$ cat src/rtl/sector_addr_uart_tx.sv
// sector_addr_uart_tx
// Sends the current sector address as a UART frame whenever the address
// changes, or when force_send pulses. Frame layout: START, ADDR_W data bits
// (optionally Gray-encoded, MSB- or LSB-first), optional parity, 1-2 STOP bits.
// Bit timing comes from a clock-enable style counter in the clk domain.
//
// Request semantics: a request ("trig") is a single-cycle event, either an
// addr_in change against the previous cycle's value or a force_send pulse.
// There is no back-pressure. A request seen in IDLE starts a frame on the
// next edge. A request seen while a frame is in flight goes into a one-deep
// pending slot, where the latest value wins. Overwriting an occupied slot
// pulses overrun.
module sector_addr_uart_tx #(
  parameter int ADDR_W    = 4,
  parameter int BAUD_DIV  = 480,
  parameter int GRAY_EN   = 1,
  parameter int MSB_FIRST = 1,
  parameter int PARITY    = 0,
  parameter int STOP_BITS = 1
) (
  input  logic              clk,
  input  logic              rst,
  input  logic [ADDR_W-1:0] addr_in,
  input  logic              force_send,
  output logic              tx_out,
  output logic              busy,
  output logic              frame_done,
  output logic              overrun,
  output logic [2:0]        state_dbg
);

  localparam int CNT_W = (BAUD_DIV > 1) ? $clog2(BAUD_DIV) : 1;
  localparam int IDX_W = $clog2(ADDR_W) + 1;

  localparam logic [CNT_W-1:0] CNT_LAST      = CNT_W'(BAUD_DIV - 1);
  localparam logic [IDX_W-1:0] IDX_LAST_DATA = IDX_W'(ADDR_W - 1);
  localparam logic [IDX_W-1:0] IDX_LAST_STOP = IDX_W'(STOP_BITS - 1);

  localparam logic [2:0] S_IDLE   = 3'd0;
  localparam logic [2:0] S_START  = 3'd1;
  localparam logic [2:0] S_DATA   = 3'd2;
  localparam logic [2:0] S_PARITY = 3'd3;
  localparam logic [2:0] S_STOP   = 3'd4;

  logic [2:0]        state, state_nxt;
  logic [CNT_W-1:0]  baud_cnt, cnt_nxt;
  logic [IDX_W-1:0]  bit_idx, idx_nxt;
  logic [ADDR_W-1:0] addr_q;
  logic [ADDR_W-1:0] shreg, shreg_nxt;
  logic [ADDR_W-1:0] pend_val, pend_val_nxt;
  logic              pending, pend_nxt;
  logic              ovr_nxt;
  logic              trig;
  logic              bit_end;
  logic [ADDR_W-1:0] enc_in;
  logic [ADDR_W-1:0] ordered;
  logic              data_bit;
  logic              par_bit;
  logic              tx_nxt;
  logic              done_nxt;

  // Payload encoding: binary-to-Gray or pass-through.
  function automatic logic [ADDR_W-1:0] enc(input logic [ADDR_W-1:0] v);
    if (GRAY_EN != 0) return v ^ (v >> 1);
    else              return v;
  endfunction

  assign trig      = (addr_in != addr_q) | force_send;
  assign enc_in    = enc(addr_in);
  assign bit_end   = (baud_cnt == CNT_LAST);
  assign state_dbg = state;

  // Next-state, counter and pending-slot logic.
  always_comb begin
    state_nxt    = state;
    cnt_nxt      = baud_cnt;
    idx_nxt      = bit_idx;
    shreg_nxt    = shreg;
    pend_nxt     = pending;
    pend_val_nxt = pend_val;
    ovr_nxt      = 1'b0;
    case (state)
      S_IDLE: begin
        // A fresh request beats a stale pending one and clears it.
        if (trig) begin
          shreg_nxt = enc_in;
          pend_nxt  = 1'b0;
          state_nxt = S_START;
          cnt_nxt   = '0;
          idx_nxt   = '0;
        end else if (pending) begin
          shreg_nxt = pend_val;
          pend_nxt  = 1'b0;
          state_nxt = S_START;
          cnt_nxt   = '0;
          idx_nxt   = '0;
        end
      end
      S_START: begin
        if (bit_end) begin
          state_nxt = S_DATA;
          cnt_nxt   = '0;
          idx_nxt   = '0;
        end else begin
          cnt_nxt = baud_cnt + CNT_W'(1);
        end
      end
      S_DATA: begin
        if (bit_end) begin
          cnt_nxt = '0;
          if (bit_idx == IDX_LAST_DATA) begin
            state_nxt = (PARITY != 0) ? S_PARITY : S_STOP;
            idx_nxt   = '0;
          end else begin
            idx_nxt = bit_idx + IDX_W'(1);
          end
        end else begin
          cnt_nxt = baud_cnt + CNT_W'(1);
        end
      end
      S_PARITY: begin
        if (bit_end) begin
          state_nxt = S_STOP;
          cnt_nxt   = '0;
          idx_nxt   = '0;
        end else begin
          cnt_nxt = baud_cnt + CNT_W'(1);
        end
      end
      S_STOP: begin
        if (bit_end) begin
          cnt_nxt = '0;
          if (bit_idx == IDX_LAST_STOP) begin
            state_nxt = S_IDLE;
            idx_nxt   = '0;
          end else begin
            idx_nxt = bit_idx + IDX_W'(1);
          end
        end else begin
          cnt_nxt = baud_cnt + CNT_W'(1);
        end
      end
      default: begin
        state_nxt = S_IDLE;
        cnt_nxt   = '0;
        idx_nxt   = '0;
      end
    endcase
    // Requests arriving mid-frame, including on the final STOP cycle, are parked.
    if ((state != S_IDLE) && trig) begin
      pend_nxt     = 1'b1;
      pend_val_nxt = enc_in;
      ovr_nxt      = pending;
    end
  end

  // Put the payload in transmit order so bit_idx always selects the next bit.
  always_comb begin
    ordered = '0;
    for (int i = 0; i < ADDR_W; i++) begin
      ordered[i] = (MSB_FIRST != 0) ? shreg_nxt[ADDR_W-1-i] : shreg_nxt[i];
    end
  end

  // Pick the data bit that idx_nxt points at.
  always_comb begin
    data_bit = 1'b1;
    for (int i = 0; i < ADDR_W; i++) begin
      if (idx_nxt == IDX_W'(i)) data_bit = ordered[i];
    end
  end

  // Parity over the encoded payload: even -> xor, odd -> xnor.
  assign par_bit = (PARITY == 1) ? (^shreg_nxt) : (~^shreg_nxt);

  // Line level for the upcoming cycle, so tx_out can be a plain register.
  always_comb begin
    tx_nxt = 1'b1;
    case (state_nxt)
      S_START:  tx_nxt = 1'b0;
      S_DATA:   tx_nxt = data_bit;
      S_PARITY: tx_nxt = par_bit;
      default:  tx_nxt = 1'b1;
    endcase
  end

  // frame_done lines up with the final cycle of the last STOP bit.
  assign done_nxt = (state_nxt == S_STOP) && (cnt_nxt == CNT_LAST) &&
                    (idx_nxt == IDX_LAST_STOP);

  // FSM, counters, payload and pending slot.
  always_ff @(posedge clk or negedge rst) begin
    if (!rst) begin
      state    <= S_IDLE;
      baud_cnt <= '0;
      bit_idx  <= '0;
      addr_q   <= '0;
      shreg    <= '0;
      pend_val <= '0;
      pending  <= 1'b0;
    end else begin
      state    <= state_nxt;
      baud_cnt <= cnt_nxt;
      bit_idx  <= idx_nxt;
      addr_q   <= addr_in;
      shreg    <= shreg_nxt;
      pend_val <= pend_val_nxt;
      pending  <= pend_nxt;
    end
  end

  // Registered outputs; reset parks the line high at once.
  always_ff @(posedge clk or negedge rst) begin
    if (!rst) begin
      tx_out     <= 1'b1;
      busy       <= 1'b0;
      frame_done <= 1'b0;
      overrun    <= 1'b0;
    end else begin
      tx_out     <= tx_nxt;
      busy       <= (state_nxt != S_IDLE);
      frame_done <= done_nxt;
      overrun    <= ovr_nxt;
    end
  end

endmodule

$ cat config.mk
export PLATFORM = sky130hd
export DESIGN_NAME = sector_addr_uart_tx
export DESIGN_NICKNAME = d
export VERILOG_FILES = /design/src/rtl/sector_addr_uart_tx.sv
export SDC_FILE = /design/constraint.sdc
export NUM_CORES = 1
export LEC_CHECK = 0
export ABC_AREA = 1
export CELL_PAD_IN_SITES_DETAIL_PLACEMENT = 0
export CELL_PAD_IN_SITES_GLOBAL_PLACEMENT = 1
export CORE_ASPECT_RATIO = 0.9
export CORE_MARGIN = 1.5
export CORE_UTILIZATION = 25
export DETAILED_ROUTE_END_ITERATION = 7
export PLACE_DENSITY_LB_ADDON = 0.1
export RECOVER_POWER = 25
export SLEW_MARGIN = 0
export SYNTH_ARGS = -nofsm -noshare
export SYNTH_HDL_FRONTEND = slang
export SYNTH_SLANG_ARGS = --single-unit
export TNS_END_PERCENT = 5
$ cat constraint.sdc
create_clock -name clk -period 1.77 [get_ports clk]
set_clock_uncertainty 0.15 [all_clocks]
set_input_delay 0.2655 -clock clk [delete_from_list [all_inputs] [get_ports clk]]
set_output_delay 0.2655 -clock clk [all_outputs]
set_load 0.02 [all_outputs]
==> results of run 1 <==
-- state kept, by name (all words and copies together), names as in the netlist --
signal	cells
baud_cnt	9
addr_q	4
pend_val	4
shreg	4
bit_idx	3
state_dbg	3
busy	1
frame_done	1
overrun	1
pending	1
tx_out	1
-- what timing repair did --
action | in CTS | in global routing
setup endpoints to repair | 11 | 18
pin swaps | 6 | 14
endpoints found under the hold margin | 31 | 0
buffers inserted | 1 | 2
hold buffers | 1 | 0
resized for setup | 23 | 28
-- power by group --
part / switching (mW) / internal, mW / total, mW / leakage, nW
logic: 0.0892 / 0.0618 / 0.151 / 1.30
registers: 0.00884 / 0.747 / 0.755 / 0.335
clock network: 0.273 / 0.347 / 0.619 / 0.0503
-- cells in the final DEF, fill, tap and decap left out, types with 3 or more instances in the layout --
master,count
xor2_1,4
o21ai_2,6
clkbuf_8,7
inv_1,34
nand4_1,6
clkdlybuf4s50_1,4
dlygate4sd2_1,5
dfrtp_1,29
nor2_4,5
nand2_4,3
a21oi_1,4
inv_2,9
o21ai_1,4
nor2_1,15
nand3_1,32
nand2_1,90
clkbuf_1,4
o21ai_0,11
ha_1,4
nand2_2,19
buf_4,64
-- routing by layer --
metal,vias up,routed length (microns)
met5,-,0
met4,0,65
met3,6,161
met2,18,2591
met1,992,3159
li1,1138,-
-- synthesized netlist by cell type, drive strengths merged, types with 3 or more instances --
master / number
nand2: 112
dfrtp: 31
nand4: 6
nor3: 3
nor2: 23
ha: 5
xor2: 4
a21oi: 5
nand3: 34
inv: 44
o21ai: 21
-- critical path: stages, from the launching register on --
cell      delay [ps]
dfrtp_1          400
ha_4             160
nand2_4           60
nor2_4           160
buf_6            120
nand3b_1          90
nand2_2          100
nand2_2           50
nand2_2           70
inv_2             40
nor2_4           110
nand2_2           70
nor3_2           170
nand3_1          100
nor2_1           110
-- per-stage QoR --
step                      instance area, sq um  TNS (ps)  hold slack, ps
after CTS                                 3047    -818.9           263.1
after global routing                      3118     -1500           151.6
after detailed placement                  2875     -5690           94.15
after global placement                    2875     -5279           95.22
after floorplan                           2100    -26.66          -180.1
final                                     3118    -576.7           142.9
-- cells by family (layout without fill, tap and decap cells) --
logic type / after synthesis / count (layout) / synth area share (%)
xor+xnor: 4 / 4 / 1.680
flops: 32 / 32 / 38.48
buf+inv: 47 / 137 / 8.523
compound gates: 30 / 30 / 8.403
simple gates: 183 / 183 / 39.92
fa+ha+maj: 5 / 5 / 3.001
-- final timing paths --
kind / from / endpoint / cells past startpoint
setup / recovery: baud_cnt[0] / frame_done / 14
hold / removal: addr_in[0] / addr_q[0] / 2
hold reg to reg: pend_val[3] / pend_val[3] / 2
max in group asynchronous: rst / state_dbg[0] / 3
min in group asynchronous: rst / pend_val[2] / 3
setup reg to reg: baud_cnt[0] / frame_done / 14
-- layout make-up --
class	instances	area (sq um)	area share, %
sequential	32	804.5	25.80
tap	99	123.9	3.973
inverter	45	173.9	5.578
clock buffer	7	96.34	3.090
timing repair buffer	85	675.6	21.67
multi-input combinational	222	1244	39.89
==> flow_metrics.py, run 1 <==
metrics = {
    "timing": {
        "worst_slack_ps": -261.1,
        "slew_viol_final": 0,
        "period_minus_slack_ps": 2031,
        "slew_headroom_pct": 41.10,
        "grt_setup_unrepaired": "true",
        "period_share_pct": 114.8,
        "setup_viol": 3,
        "worst_slew_pin_slew_ps": 883.6,
        "fmax_mhz": 492.3,
        "hold_violations": 0,
    },
    "floorplan": {
        "die_w_microns": 99.25,
        "ios": 14,
        "dieArea_sq_mm": 0.008895,
        "core_area_sq_mm": 0.008068,
        "start_util_pct": 25.84,
        "fp.dieH_microns": 89.63,
        "rows": 31,
    },
    "cts": {
        "cts_tree": "yes",
        "cts_max_path_buffers": 2,
        "clock_latency_ps": 280,
        "cts.sinks": 32,
        "clk_pin_slew_ps": 70,
        "cts_max_level": 2,
        "cts_buffers": 5,
        "clockRootBuffer": "clkbuf_8",
    },
    "layout": {
        "drive_gt1_share_pct": 34.78,
        "num_antenna_cells": 0,
        "instances_no_fill": 490,
        "final_nets": 403,
        "layout.filler_cells": 896,
        "finish.utilization_pct": 38.65,
        "syn_to_final_growth_pct": 49.58,
    },
    "detailed_routing": {
        "wire_per_inst_microns": 12.20,
        "ant_nets": 0,
        "drt-total-wl_microns": 5978,
        "drt_iter0_drc": 62,
        "drc": 0,
        "drt_pre_antenna_iters": 4,
        "vias_per_cell": 4.396,
        "vias": 2154,
    },
    "grt": {
        "grt_pass1_vias": 2224,
        "grt_usage_pct": 15.26,
        "top_usage_layer": "met2",
        "antenna_found_initial": 0,
        "grt-ovfl-total": 0,
        "met1_usage_pct": 21.66,
        "met3_usage_pct": 2.554,
        "grt_first_pass_wirelength_microns": 10540,
        "grt_max_degree": 33,
        "use_met2_pct": 24.22,
    },
    "pwr": {
        "total_leakage_power_nw": 1.688,
        "power_density_mw_per_mm2": 489.3,
        "total_power_mw": 1.526,
        "ir_worst_vdd_mv": 0.2540,
    },
    "worst_setup_path": {
        "cp-end-kind": "register",
        "ff2ff_setup_slack_ps": -260,
        "path_max_fanout": 3,
        "required_ps": 1830,
        "worstPathArrival_ps": 2090,
        "critical_path_class": "register to register",
        "worstSetupStartpointType": "register",
    },
    "logic_synthesis": {
        "synth.avg_cell_area_sq_um": 6.925,
        "synth_nets": 313,
        "ys_warn_count": 0,
        "post-synth-top-area-cell": "dfrtp_1",
        "netlist_area_sq_mm": 0.002084,
        "yosys_most_used_dff": "dfrtp_1",
        "synth_top_area_share_pct": 37.21,
        "yosys-top-cells-area": "dfrtp_1 (37%), nand2_1 (19%), nand3_1 (7.9%)",
        "syn_inst": 301,
        "ys_seq_elements": 32,
        "ys_seq_area_share_pct": 38.48,
        "synthDistinctLibCells": 30,
        "synthArstFlopShare_pct": 100.0,
        "synth-edff-count": 0,
    },
    "run_status": {
        "status": "complete, but fails checks",
        "violations": "negative setup slack",
    },
    "hold_path": {
        "min_path_type": "primary input to register",
    },
    "placement": {
        "place_hpwl_microns": 4729,
        "placed_cells": 479,
        "gp_congestion": 0.7540,
        "portBuffers": 13,
        "dp_worst_setup_slack_ps": -622.3,
    },
    "flow_run": {
        "drv_cap": 0,
    },
}
No activity file was read; power rests on OpenSTA's default activity.
==> run 2: changes to the inputs <==
--- a/config.mk
+++ b/config.mk
@@ -12,7 +12,8 @@
 export CORE_MARGIN = 1.5
 export CORE_UTILIZATION = 25
 export DETAILED_ROUTE_END_ITERATION = 7
-export PLACE_DENSITY_LB_ADDON = 0.1
+export HOLD_SLACK_MARGIN = 0.12
+export PLACE_DENSITY_LB_ADDON = 0.15
 export RECOVER_POWER = 25
 export SLEW_MARGIN = 0
 export SYNTH_ARGS = -nofsm -noshare
==> constraint.sdc (replaced) <==
create_clock -name clk -period 1.77 [get_ports clk]
set_clock_uncertainty 0.15 [all_clocks]
set_input_delay 0.2655 -clock clk [delete_from_list [all_inputs] [get_ports clk]]
set_output_delay 0.2655 -clock clk [all_outputs]
set_load 0.005 [all_outputs]
==> run 2 against run 1 <==
The run still ends with negative setup slack left; worst setup slack improved by 1.0 ps; clock-buffer cell count stayed put; non-clock buffer count grew 5; first-iteration DRC count down 3.2%; largest power group unchanged; routed wire length grew 2.0%.
==> flow_metrics.py, run 2 (synthesis results as in run 1) <==
metrics = {
    "layout": {
        "final_nets": 408,
        "regMostFlops": "baud_cnt",
        "layout.filler_cells": 848,
        "drive_gt1_share_pct": 35.35,
        "num_antenna_cells": 0,
        "syn_to_final_growth_pct": 54.80,
        "final_cell_mix": "nand2_1 (96), buf_4 (66), inv_1 (34), dfrtp_1 (31), nand3_1 (26)",
        "regArea_sq_um": 802.0,
        "final_common_cell": "nand2_1",
        "multi_input_area_sq_mm": 0.001294,
        "largest_reg_flops": 9,
    },
    "worst_setup_path": {
        "critical_path_class": "register to register",
        "path_max_fanout": 3,
        "worstPathArrival_ps": 2100,
        "rr_startpoint": "baud_cnt[0]",
        "crit_start": "baud_cnt[0]",
        "required_ps": 1840,
        "cp-end-kind": "register",
        "worstSetupStartpointType": "register",
    },
    "grt": {
        "grt_first_pass_wirelength_microns": 10410,
        "antenna_found_initial": 0,
        "grt_usage_pct": 15.14,
        "grt_pass1_vias": 2200,
        "grt-ovfl-total": 0,
        "grt_max_degree": 18,
    },
    "floorplan": {
        "fp.dieH_microns": 89.63,
        "ios": 14,
        "rows": 31,
        "core_area_sq_mm": 0.008068,
        "start_util_pct": 25.84,
        "dieArea_sq_mm": 0.008895,
        "die_w_microns": 99.25,
    },
    "timing": {
        "setup_viol": 5,
        "worst_slew_pin_slew_ps": 1056,
        "hold_violations": 0,
        "period_minus_slack_ps": 2030,
        "slew_headroom_pct": 29.58,
        "period_share_pct": 114.7,
        "whs_ps": 134.6,
        "slew_viol_final": 0,
        "worst_slack_ps": -260.1,
        "grt_setup_unrepaired": "true",
        "fmax_mhz": 492.6,
    },
    "pwr": {
        "total_leakage_power_nw": 1.723,
        "power_density_mw_per_mm2": 478.1,
        "total_power_mw": 1.543,
        "ir_worst_vdd_mv": 0.2682,
    },
    "cts": {
        "clock_latency_ps": 290,
        "clockRootBuffer": "clkbuf_8",
        "cts.sinks": 32,
        "cts_max_path_buffers": 2,
        "cts_buffers": 5,
        "cts_max_level": 2,
        "cts_tree": "yes",
        "clk_pin_slew_ps": 70,
    },
    "detailed_routing": {
        "vias_per_cell": 4.341,
        "wire_per_inst_microns": 12.32,
        "drc": 0,
        "met2_length_microns": 2743,
        "vias": 2149,
        "drt_iter0_drc": 60,
        "ant_nets": 0,
        "drt-total-wl_microns": 6096,
        "wl_met1_microns": 3199,
        "drt_pre_antenna_iters": 4,
        "highest_layer": "met4",
        "wl_met3_microns": 86,
    },
    "hold_path": {
        "min_from": "addr_in[0]",
        "min_path_type": "primary input to register",
    },
    "placement": {
        "gp_congestion": 0.8448,
        "place_hpwl_microns": 4682,
        "portBuffers": 13,
    },
    "run_status": {
        "violations": "negative setup slack",
        "status": "complete, but fails checks",
    },
    "flow_run": {
        "drv_cap": 0,
    },
}
run 2: report_power, final:
part | internal (mW) | leakage, nW | total, mW | switching (mW)
combinational | 0.0627 | 1.34 | 0.151 | 0.0883
clock | 0.347 | 0.0503 | 0.636 | 0.289
sequential | 0.746 | 0.337 | 0.756 | 0.00956
run 2: what timing repair did:
action,in CTS,in global routing
setup endpoints to repair,5,16
endpoints found under the hold margin,31,0
setup buffers,6,7
gates cloned,0,0
resized for setup,17,43
hold buffers,1,0
pin swaps,15,23
run 2: worst max-delay path, cell delays in order (launching register included):
cell,delay [ps]
dfrtp_1,400
ha_4,160
nand2_4,50
nor2_4,150
buf_6,120
nand3b_1,80
nand2_1,110
nand2_2,60
nand2_2,70
inv_2,40
nor2_4,110
buf_6,110
nand2_1,40
nand3_1,60
nand3_1,70
nand2_1,90
nand3_2,70
run 2: area by class of cell:
type / count / area share, %
clock buffers: 7 / 2.986
repair buffers: 90 / 22.76
inverters: 45 / 5.467
well taps: 99 / 3.839
flip-flops and latches: 32 / 24.85
multi-input cells: 222 / 40.09
run 2: stage by stage:
| stage | utilization [%] | instance area [sq um] | std cells | TNS [ps] | setup slack, ps |
|---|---|---|---|---|---|
| 3_5_place_dp | 35.08 | 2830 | 475 | -5594 | -620.0 |
| 4_1_cts | 37.59 | 3033 | 489 | -662.1 | -236.4 |
| 3_3_place_gp | 35.08 | 2830 | 475 | -5123 | -595.7 |
| 5_1_grt | 40.00 | 3227 | 495 | -1645 | -373.8 |
| 6_report | 40.00 | 3227 | 495 | -770.8 | -260.1 |
| 2_1_floorplan | - | 2097 | 301 | -26.66 | -26.66 |
run 2: per-layer routing:
layer	track usage (%)	vias to the layer above
met5	0	-
met4	5.250	0
met3	2.554	8
met2	24.47	15
met1	20.71	978
li1	-	1148
run 2: path summary, 6_finish.rpt:
| check | to | slack (ps) | cells past startpoint |
|---|---|---|---|
| worst max-delay path | tx_out | -260 | 16 |
| worst min-delay path | addr_q[0] | 130 | 2 |
| worst max register to register | tx_out | -260 | 16 |
| worst min register to register | shreg[2] | 380 | 2 |
| max in group asynchronous | tx_out | 210 | 3 |
| min in group asynchronous | frame_done | 530 | 2 |
==> run 3: changes to the inputs <==
--- a/config.mk
+++ b/config.mk
@@ -6,12 +6,13 @@
 export NUM_CORES = 1
 export LEC_CHECK = 0
 export ABC_AREA = 1
+export ABC_CLOCK_PERIOD_IN_PS = 1770
 export CELL_PAD_IN_SITES_DETAIL_PLACEMENT = 0
 export CELL_PAD_IN_SITES_GLOBAL_PLACEMENT = 1
 export CORE_ASPECT_RATIO = 0.9
-export CORE_MARGIN = 1.5
 export CORE_UTILIZATION = 25
 export DETAILED_ROUTE_END_ITERATION = 7
+export GPL_TIMING_DRIVEN = 0
 export HOLD_SLACK_MARGIN = 0.12
 export PLACE_DENSITY_LB_ADDON = 0.15
 export RECOVER_POWER = 25
==> run 3 against run 2 <==
The flow still finishes with violations (negative setup slack); design area decreased by 14%; register-to-register slack gained 20 ps; non-clock buffer count decreased by 55; clock-buffer cell count stayed put; flip-flop and latch count unchanged; fmax grew 1.2%; critical endpoint unchanged; largest power group is now the clock network.
==> flow_metrics.py, run 3 (synthesis results as in run 1) <==
metrics = {
    "run_status": {
        "status": "complete, but fails checks",
        "violations": "negative setup slack",
    },
    "grt": {
        "use_met2_pct": 23.62,
        "met1_usage_pct": 19.96,
        "antenna_found_initial": 0,
        "met3_usage_pct": 2.686,
        "grt-ovfl-total": 0,
        "top_usage_layer": "met2",
        "grt_pass1_vias": 1957,
        "grt_usage_pct": 14.49,
        "grt_max_degree": 33,
        "grt_first_pass_wirelength_microns": 9687,
    },
    "timing": {
        "period_share_pct": 113.4,
        "worst_slack_ps": -236.7,
        "hold_violations": 0,
        "grt_setup_unrepaired": "true",
        "worst_slew_pin_slew_ps": 859.6,
        "setup_viol": 4,
        "fmax_mhz": 498.3,
        "slew_headroom_pct": 42.69,
        "period_minus_slack_ps": 2007,
        "slew_viol_final": 0,
    },
    "cts": {
        "cts.sinks": 32,
        "clk_pin_slew_ps": 80,
        "cts_tree": "yes",
        "cts_max_path_buffers": 2,
        "clock_latency_ps": 290,
        "clockRootBuffer": "clkbuf_8",
        "cts_max_level": 2,
        "cts_buffers": 5,
    },
    "detailed_routing": {
        "wire_per_inst_microns": 13.11,
        "drt_iter0_drc": 76,
        "drt-total-wl_microns": 5783,
        "vias": 2004,
        "drc": 0,
        "drt_pre_antenna_iters": 5,
        "ant_nets": 0,
        "vias_per_cell": 4.544,
    },
    "worst_setup_path": {
        "worstSetupStartpointType": "register",
        "critical_path_class": "register to register",
        "path_max_fanout": 3,
        "cp-endpoint": "tx_out",
        "required_ps": 1840,
        "rr_startpoint": "bit_idx[0]",
        "rr_worst_depth": 9,
        "r2r-end": "tx_out",
        "cp-end-kind": "register",
        "crit_start": "bit_idx[0]",
        "ff2ff_setup_slack_ps": -240,
        "worstPathArrival_ps": 2080,
    },
    "layout": {
        "largest_reg_flops": 9,
        "final_cell_mix": "nand2_1 (90), inv_1 (34), dfrtp_1 (29), nand3_1 (28)",
        "num_antenna_cells": 0,
        "syn_to_final_growth_pct": 33.55,
        "final_nets": 353,
        "finish.utilization_pct": 34.51,
        "final_common_cell": "nand2_1",
        "regMostFlops": "baud_cnt",
        "stdcell_area_sq_mm": 0.002784,
        "drive_gt1_share_pct": 27.49,
    },
    "floorplan": {
        "dieArea_sq_mm": 0.008707,
        "start_util_pct": 25.84,
        "core_area_sq_mm": 0.008068,
        "die_w_microns": 98.25,
        "ios": 14,
        "rows": 31,
        "fp.dieH_microns": 88.63,
    },
    "placement": {
        "gp_congestion": 0.7532,
        "place_hpwl_microns": 4195,
        "portBuffers": 13,
        "dpl_cell_area_sq_mm": 0.002346,
    },
    "flow_run": {
        "drv_cap": 0,
    },
    "pwr": {
        "total_leakage_power_nw": 1.429,
        "ir_worst_vdd_mv": 0.2351,
        "power_density_mw_per_mm2": 606.5,
    },
    "hold_path": {
        "min_path_type": "primary input to register",
    },
}
[run 3: layout make-up]
type / count / area, sq um
buffer: 2 / 12.51
clock buffer: 7 / 96.34
clock inverter: 1 / 30.03
sequential: 32 / 804.5
tap: 99 / 123.9
inverter: 45 / 176.4
multi-input combinational: 222 / 1260
timing repair buffer: 33 / 280.3
fill: 907 / 5284
[run 3: stage by stage]
step	instances	setup TNS, ps	power, mW	setup WS, ps	hold WS (ps)
global placement	413	-28610	0.9012	-793.5	363.0
finish	441	-622.9	1.689	-236.7	148.1
global route	441	-1359	1.774	-377.2	174.7
floorplan	301	-26.66	0.8432	-26.66	-180.1
CTS	432	-573.6	1.716	-243.5	148.2
detailed placement	413	-10070	0.8994	-821.5	260.3
[run 3: repair_timing]
action | CTS | global route
endpoints found under the setup margin | 20 | 14
endpoints found under the hold margin | 31 | 0
buffers inserted | 10 | 9
hold buffers | 1 | 0
pin swaps | 9 | 22
gates resized for setup | 21 | 39
[run 3: routing by layer]
metal / share of wire (%) / wire (microns)
met5: 0 / 0
met3: 1.9 / 111
met4: 1.0 / 58
met1: 52 / 3036
met2: 45 / 2577
[run 3: how the worst min path moves through the flow]
stage               start          end  slack, ps  depth (start not counted)
5_1_grt        addr_in[0]    addr_q[0]        170                          1
6_report       addr_in[0]    addr_q[0]        150                          1
3_5_place_dp          rst  baud_cnt[6]        260                          1
3_3_place_gp     shreg[0]     shreg[0]        360                          2
2_1_floorplan         rst    addr_q[0]       -180                          0
4_1_cts        addr_in[0]    addr_q[0]        150                          1
[run 3: power breakdown]
part | total [mW] | switching [mW] | internal, mW | leakage (nW)
clock network | 0.806 | 0.308 | 0.497 | 0.0645
logic | 0.127 | 0.0849 | 0.0421 | 1.03
registers | 0.756 | 0.00981 | 0.746 | 0.335
[run 3: critical path: stages (launching register included)]
cell and delay [ps]:
dfrtp_1 410, buf_4 150, ha_1 210, ha_2 310
inv_1 30, a32o_1 260, a21oi_2 190, nand3_2 90
nand2_1 60, nand3_1 70
